**src/rtl/muldiv_sequencer.sv**
```systemverilog
// Iterative multiply/divide unit with HI/LO: shift-add multiplier, restoring divider, sign fix-up state.
// Optional MULDIV_EARLY_TERM_EN: multiply exits once the remaining multiplier bits are all zero.
module muldiv_sequencer #(
    parameter int WIDTH = 32
) (
    input  logic             clk,
    input  logic             reset_n,
    input  logic             op_valid,
    input  logic [2:0]       op_code,
    input  logic [WIDTH-1:0] op_a,
    input  logic [WIDTH-1:0] op_b,
    output logic             busy,
    output logic             stall,
    output logic [WIDTH-1:0] rd_data,
    output logic             rd_valid,
    output logic [WIDTH-1:0] hi,
    output logic [WIDTH-1:0] lo
);
    localparam int CW = $clog2(WIDTH);

    typedef enum logic [1:0] {S_IDLE, S_MUL, S_DIV, S_FIX} state_t;

    state_t             r_state;
    logic               r_busy;
    logic [CW-1:0]      r_cnt;
    logic [2*WIDTH-1:0] r_prod, r_mcand;
    logic [WIDTH-1:0]   r_mplier, r_rem, r_quo, r_dvs, r_a_raw, r_hi, r_lo;
    logic               r_is_mul, r_neg_q, r_neg_r, r_dz;

    logic               w_signed, w_a_neg, w_b_neg, w_last, w_mul_done, w_div_ge;
    logic [WIDTH-1:0]   w_a_mag, w_b_mag, w_div_sub, w_quo_fix, w_rem_fix;
    logic [WIDTH:0]     w_div_sh;
    logic [2*WIDTH-1:0] w_prod_fix;

    // Signed ops latch magnitudes; 0x80000000 negates to itself and is read as unsigned.
    assign w_signed  = op_code[1];
    assign w_a_neg   = w_signed && op_a[WIDTH-1];
    assign w_b_neg   = w_signed && op_b[WIDTH-1];
    assign w_a_mag   = w_a_neg ? -op_a : op_a;
    assign w_b_mag   = w_b_neg ? -op_b : op_b;

    assign w_last    = (r_cnt == CW'(WIDTH-1));
`ifdef MULDIV_EARLY_TERM_EN
    assign w_mul_done = w_last || (r_mplier[WIDTH-1:1] == '0);
`else
    assign w_mul_done = w_last;
`endif

    // Partial remainder is always below the divisor, so the difference fits in WIDTH bits.
    assign w_div_sh  = {r_rem, r_quo[WIDTH-1]};
    assign w_div_ge  = (w_div_sh >= {1'b0, r_dvs});
    assign w_div_sub = w_div_sh[WIDTH-1:0] - r_dvs;

    assign w_prod_fix = r_neg_q ? -r_prod : r_prod;
    assign w_quo_fix  = r_neg_q ? -r_quo  : r_quo;
    assign w_rem_fix  = r_neg_r ? -r_rem  : r_rem;

    always_ff @(posedge clk or negedge reset_n) begin
        if (!reset_n) begin
            r_state  <= S_IDLE;
            r_busy   <= 1'b0;
            r_cnt    <= '0;
            r_prod   <= '0;
            r_mcand  <= '0;
            r_mplier <= '0;
            r_rem    <= '0;
            r_quo    <= '0;
            r_dvs    <= '0;
            r_a_raw  <= '0;
            r_hi     <= '0;
            r_lo     <= '0;
            r_is_mul <= 1'b0;
            r_neg_q  <= 1'b0;
            r_neg_r  <= 1'b0;
            r_dz     <= 1'b0;
        end else begin
            case (r_state)
                S_IDLE: begin
                    if (op_valid) begin
                        case (op_code)
                            3'b100: r_hi <= op_a;
                            3'b101: r_lo <= op_a;
                            3'b000, 3'b001, 3'b010, 3'b011: begin
                                r_cnt    <= '0;
                                r_a_raw  <= op_a;
                                r_prod   <= '0;
                                r_mcand  <= {{WIDTH{1'b0}}, w_a_mag};
                                r_mplier <= w_b_mag;
                                r_rem    <= '0;
                                r_quo    <= w_a_mag;
                                r_dvs    <= w_b_mag;
                                r_neg_q  <= w_a_neg ^ w_b_neg;
                                r_neg_r  <= w_a_neg;
                                r_is_mul <= op_code[0];
                                r_dz     <= (op_b == '0);
                                r_busy   <= 1'b1;
                                if (op_code[0])
                                    r_state <= S_MUL;
                                else if (op_b == '0)
                                    r_state <= S_FIX;
                                else
                                    r_state <= S_DIV;
                            end
                            default: ;
                        endcase
                    end
                end
                S_MUL: begin
                    if (r_mplier[0])
                        r_prod <= r_prod + r_mcand;
                    r_mcand  <= r_mcand << 1;
                    r_mplier <= r_mplier >> 1;
                    r_cnt    <= r_cnt + 1'b1;
                    if (w_mul_done)
                        r_state <= S_FIX;
                end
                S_DIV: begin
                    r_quo <= {r_quo[WIDTH-2:0], w_div_ge};
                    r_rem <= w_div_ge ? w_div_sub : w_div_sh[WIDTH-1:0];
                    r_cnt <= r_cnt + 1'b1;
                    if (w_last)
                        r_state <= S_FIX;
                end
                S_FIX: begin
                    if (r_is_mul) begin
                        {r_hi, r_lo} <= w_prod_fix;
                    end else if (r_dz) begin
                        r_hi <= r_a_raw;
                        r_lo <= '1;
                    end else begin
                        r_hi <= w_rem_fix;
                        r_lo <= w_quo_fix;
                    end
                    r_busy  <= 1'b0;
                    r_state <= S_IDLE;
                end
                default: begin
                    r_busy  <= 1'b0;
                    r_state <= S_IDLE;
                end
            endcase
        end
    end

    assign busy     = r_busy;
    assign stall    = reset_n && op_valid && r_busy;
    assign rd_valid = reset_n && op_valid && !r_busy && (op_code[2:1] == 2'b11);
    assign rd_data  = rd_valid ? (op_code[0] ? r_lo : r_hi) : '0;
    assign hi       = r_hi;
    assign lo       = r_lo;

endmodule

```
**config.mk**
```make
export PLATFORM = sky130hd
export DESIGN_NAME = muldiv_sequencer
export DESIGN_NICKNAME = d
export VERILOG_FILES = /design/src/rtl/muldiv_sequencer.sv
export SDC_FILE = /design/constraint.sdc
export NUM_CORES = 1
export LEC_CHECK = 0
export CORE_MARGIN = 4
export CORE_UTILIZATION = 42
export DETAILED_ROUTE_END_ITERATION = 16
export HOLD_SLACK_MARGIN = 0.03
export PLACE_DENSITY = 0.65
export RECOVER_POWER = 50
export SETUP_SLACK_MARGIN = 0.4
export SKIP_LAST_GASP = 1
export SLEW_MARGIN = 20
export SYNTH_ARGS = -nofsm -noshare
export SYNTH_HDL_FRONTEND = slang
export SYNTH_SLANG_ARGS = --single-unit
```
**constraint.sdc**
```tcl
create_clock -name clk -period 4 [get_ports clk]
set_input_delay 0.8 -clock clk [delete_from_list [all_inputs] [get_ports clk]]
set_output_delay 0.8 -clock clk [all_outputs]
set_load 0.02 [all_outputs]
```
==> impl_metrics.py <==
metrics = {
    "timing": {
        "setup_ws_ns": 0.434,
        "setup_violations": 0,
        "rsz0062_at_grt": "yes",
        "setup_tns_ns": 0,
        "hold_viol": 0,
        "fin_skew_ns": 0.0196,
        "min_period_ns": 3.57,
        "timing_max_transition_violations_final": 258,
        "worst_slew_pin_slew_ns": 2.25,
        "max_freq_mhz": 280,
        "slew_headroom": -0.501,
        "fin_crit_sh": 0.891,
    },
    "synth": {
        "ys.flop_type": "dfrtp_1",
        "synth_largest_area_cell": "dfrtp_1",
        "synth.top_cell.area_share": 0.355,
        "synth-simple-area-share": 0.171,
        "synthMuxAreaShare": 0.0445,
        "mappedNetlistNets": 3285,
        "synth-xor-area-share": 0.0902,
        "synth_cell_type_count": 75,
        "yosys-top-cells-area": "dfrtp_1 36%, nand2_1 6.1%, a21oi_1 5.8%",
        "yosys_warnings": 0,
        "synth-seq-cells": 364,
        "synthArstFlopShare": 1.00,
        "syn_area_sq_um": 25600,
        "synth_compound_area_frac": 0.245,
        "syn_area_per_cell_sq_um": 8.26,
        "seq_area_frac_synth": 0.355,
        "synthCells": 3106,
        "synth_top_family_by_area": "compound AO/OA/AOI/OAI gates",
        "synth-edff-count": 0,
        "synthAdderAreaFrac": 0.0538,
    },
    "cells_and_area": {
        "area_delta_synth_final_pct": 18.0,
        "multi_input_area_sq_um": 15700,
        "regArea_sq_um": 9110,
        "nFillCells": 5792,
        "layout_commonest_cell": "nand2_1",
        "final_cells": 4083,
        "final_cell_mix": "414 x nand2_1, 359 x dfrtp_1, 293 x a21oi_1",
        "layout-drive-gt1-share": 0.0858,
        "design_area_sq_um": 30300,
        "final_nets": 3443,
    },
    "place": {
        "dpl_worst_slack_ns": 0.0385,
        "dp.cells": 3997,
        "place_congestion": 1.00,
        "dpl-instance-area_sq_um": 28800,
        "port_buffers": 168,
        "dpl.hpwl_mm": 71.1,
    },
    "power": {
        "p_sw_frac": 0.497,
        "p_leak_uw": 0.0138,
        "p_seq_frac": 0.251,
        "p_sw_uw": 13800,
        "power_density_nw_per_um2": 918,
        "comb_power_share": 0.608,
        "vdd_drop_max_mv": 0.468,
        "p_clk_frac": 0.141,
        "intPower_uw": 14000,
    },
    "critical_path": {
        "crit_required_ns": 4.48,
        "crit_path_end_kind": "flop",
        "cp_common_cell": "or3_1",
        "path_cells": "nor4_1, nor4bb_1, or3b_4, or3_1, or3_1, o21ai_2, xor2_1, a221o_1, a31oi_1",
        "worstSetupStartpointType": "flop",
        "cpMaxStageDelayCell": "nor4_1",
        "worstReg2RegStart": "r_quo[11]$_DFFE_PN0P_",
        "critPathTopFamily": "simple AND/OR/NAND/NOR gates",
        "slowest_delay_ns": 0.51,
        "timing.critical_path.buf_inv": 0,
        "crit_path_start": "r_quo[11]$_DFFE_PN0P_",
        "crit_arrival_ns": 4.04,
        "path_class": "flop to flop",
        "cp_max_fo": 5,
    },
    "cts": {
        "cts.sinks": 364,
        "clk_pin_slew_ns": 0.06,
        "holdBufCountCts": 0,
        "clk_root_buffer_cell": "clkbuf_16",
        "cts_buffers": 43,
        "cts_htree_levels": 2,
        "cts_tree": "built",
        "clockBufferDepth": 3,
        "worstSkewPairLatency_ns": 0.58,
    },
    "grt": {
        "grt_pass1_vias": 22900,
        "overflow": 0,
        "grtUsageTotal": 0.283,
        "antenna_found_initial": 9,
        "grt_max_degree": 154,
        "grt_pass1_wl_mm": 143,
    },
    "floorplan": {
        "coreArea_sq_um": 60400,
        "die-area_sq_um": 65100,
        "ios": 169,
        "rows": 90,
        "die_w_um": 255,
        "fp.dieH_um": 255,
        "initial_utilization": 0.425,
    },
    "route": {
        "vias_per_cell": 5.98,
        "vias": 24400,
        "wl_per_cell_um": 23.0,
        "ant_nets": 0,
        "drt-pass1-iter-count": 6,
        "routed_wl_mm": 93.7,
        "drtIter0Drc": 2439,
        "drcViolationCount": 0,
    },
    "worst_hold_path": {
        "hp-class": "flop to flop",
        "hold_start": "r_a_raw[30]$_DFFE_PN0P_",
    },
    "run_status": {
        "outcome": "complete, but fails checks",
        "violations": "capacitance limit, slew limit",
    },
    "flow_run": {
        "drv_cap": 3,
    },
}
registers in the layout (all words and copies together), names as in the netlist:
name and flops:
r_mcand 64, r_prod 64, hi 32, lo 32, r_a_raw 32, r_dvs 32, r_mplier 32, r_quo 32
r_rem 32, r_cnt 5, r_state 2, busy 1, r_dz 1, r_is_mul 1, r_neg_q 1, r_neg_r 1
per-layer routing:
layer  GRT usage  routed length [um]  vias to the layer above
li1            -                   -                    11500
met4      0.0889                3000                        4
met2       0.431               40600                     1008
met5           0                  24                        -
met3      0.0537                7620                      163
met1       0.411               42500                    11800
synth_stat cells (22+ instances only):
cell / n
nand3_1: 38
a31oi_1: 27
xor2_1: 154
nor4_1: 24
o21a_1: 23
nor2_1: 290
dfrtp_1: 364
a22o_1: 57
o31ai_1: 48
nor3_1: 41
nand2_1: 414
or3_1: 26
inv_1: 84
o21ai_0: 283
xnor2_1: 110
a21oi_1: 299
clkbuf_1: 168
nand4_1: 29
ha_1: 107
or4_1: 23
o211a_1: 23
nor2b_1: 22
mux2i_1: 105
a21o_1: 61
tightest hold or removal path: stages, from the launching register on:
cell,delay (ns)
dfrtp_1,0.34
nand2_1,0.05
nand2_1,0.05
timing repair:
action / 4_1_cts / 5_1_grt
pin swaps: 0 / 11
endpoints found under the setup margin: 40 / 67
resized for setup: 38 / 39
buffers inserted: 0 / 4
cell type report:
| type | count | share of cell area |
|---|---|---|
| Tap cell | 782 | 0.0323 |
| Inverter | 87 | 0.0108 |
| Multi-Input combinational cell | 2469 | 0.521 |
| Sequential cell | 364 | 0.301 |
| Clock inverter | 14 | 0.00277 |
| Timing Repair Buffer | 299 | 0.0890 |
| Clock buffer | 65 | 0.0430 |
| Antenna cell | 3 | 0.000248 |
cells by family after synthesis:
| group | Yosys count |
|---|---|
| compound gates | 999 |
| xor+xnor | 264 |
| fa+ha+maj | 109 |
| buf+inv | 273 |
| flops | 364 |
| mux | 113 |
| simple gates | 984 |
worst paths after layout:
path / to / slack [ns] / cells past startpoint
setup / recovery: lo[28]$_DFFE_PN0P_ / 0.43 / 9
hold / removal: r_a_raw[30]$_DFFE_PN0P_ / 0.47 / 2
setup reg to reg: lo[28]$_DFFE_PN0P_ / 0.43 / 9
min in group asynchronous: r_mplier[11]$_DFFE_PN0P_ / 1.20 / 2
max in group asynchronous: r_prod[6]$_DFFE_PN0P_ / 0.83 / 3
hold reg to reg: r_a_raw[30]$_DFFE_PN0P_ / 0.47 / 2
metrics by stage:
stage          utilization  total power [uW]  hold slack (ns)
2_1_floorplan            -             17500            0.440
3_3_place_gp         0.477             23200            0.454
3_5_place_dp         0.477             23400            0.459
4_1_cts              0.500             27400            0.436
5_1_grt              0.501             29700            0.490
6_report             0.501             27800            0.473
power by group through the flow:
| stage | sequential, uW | combinational, uW | clock [uW] |
|---|---|---|---|
| floorplan | 6700 | 10800 | 0 |
| global placement | 6920 | 16200 | 0 |
| detailed placement | 6950 | 16400 | 0 |
| CTS | 6900 | 16500 | 3970 |
| global route | 7140 | 18400 | 4130 |
| finish | 6960 | 16900 | 3920 |
Power figures use the tool's default switching activity.
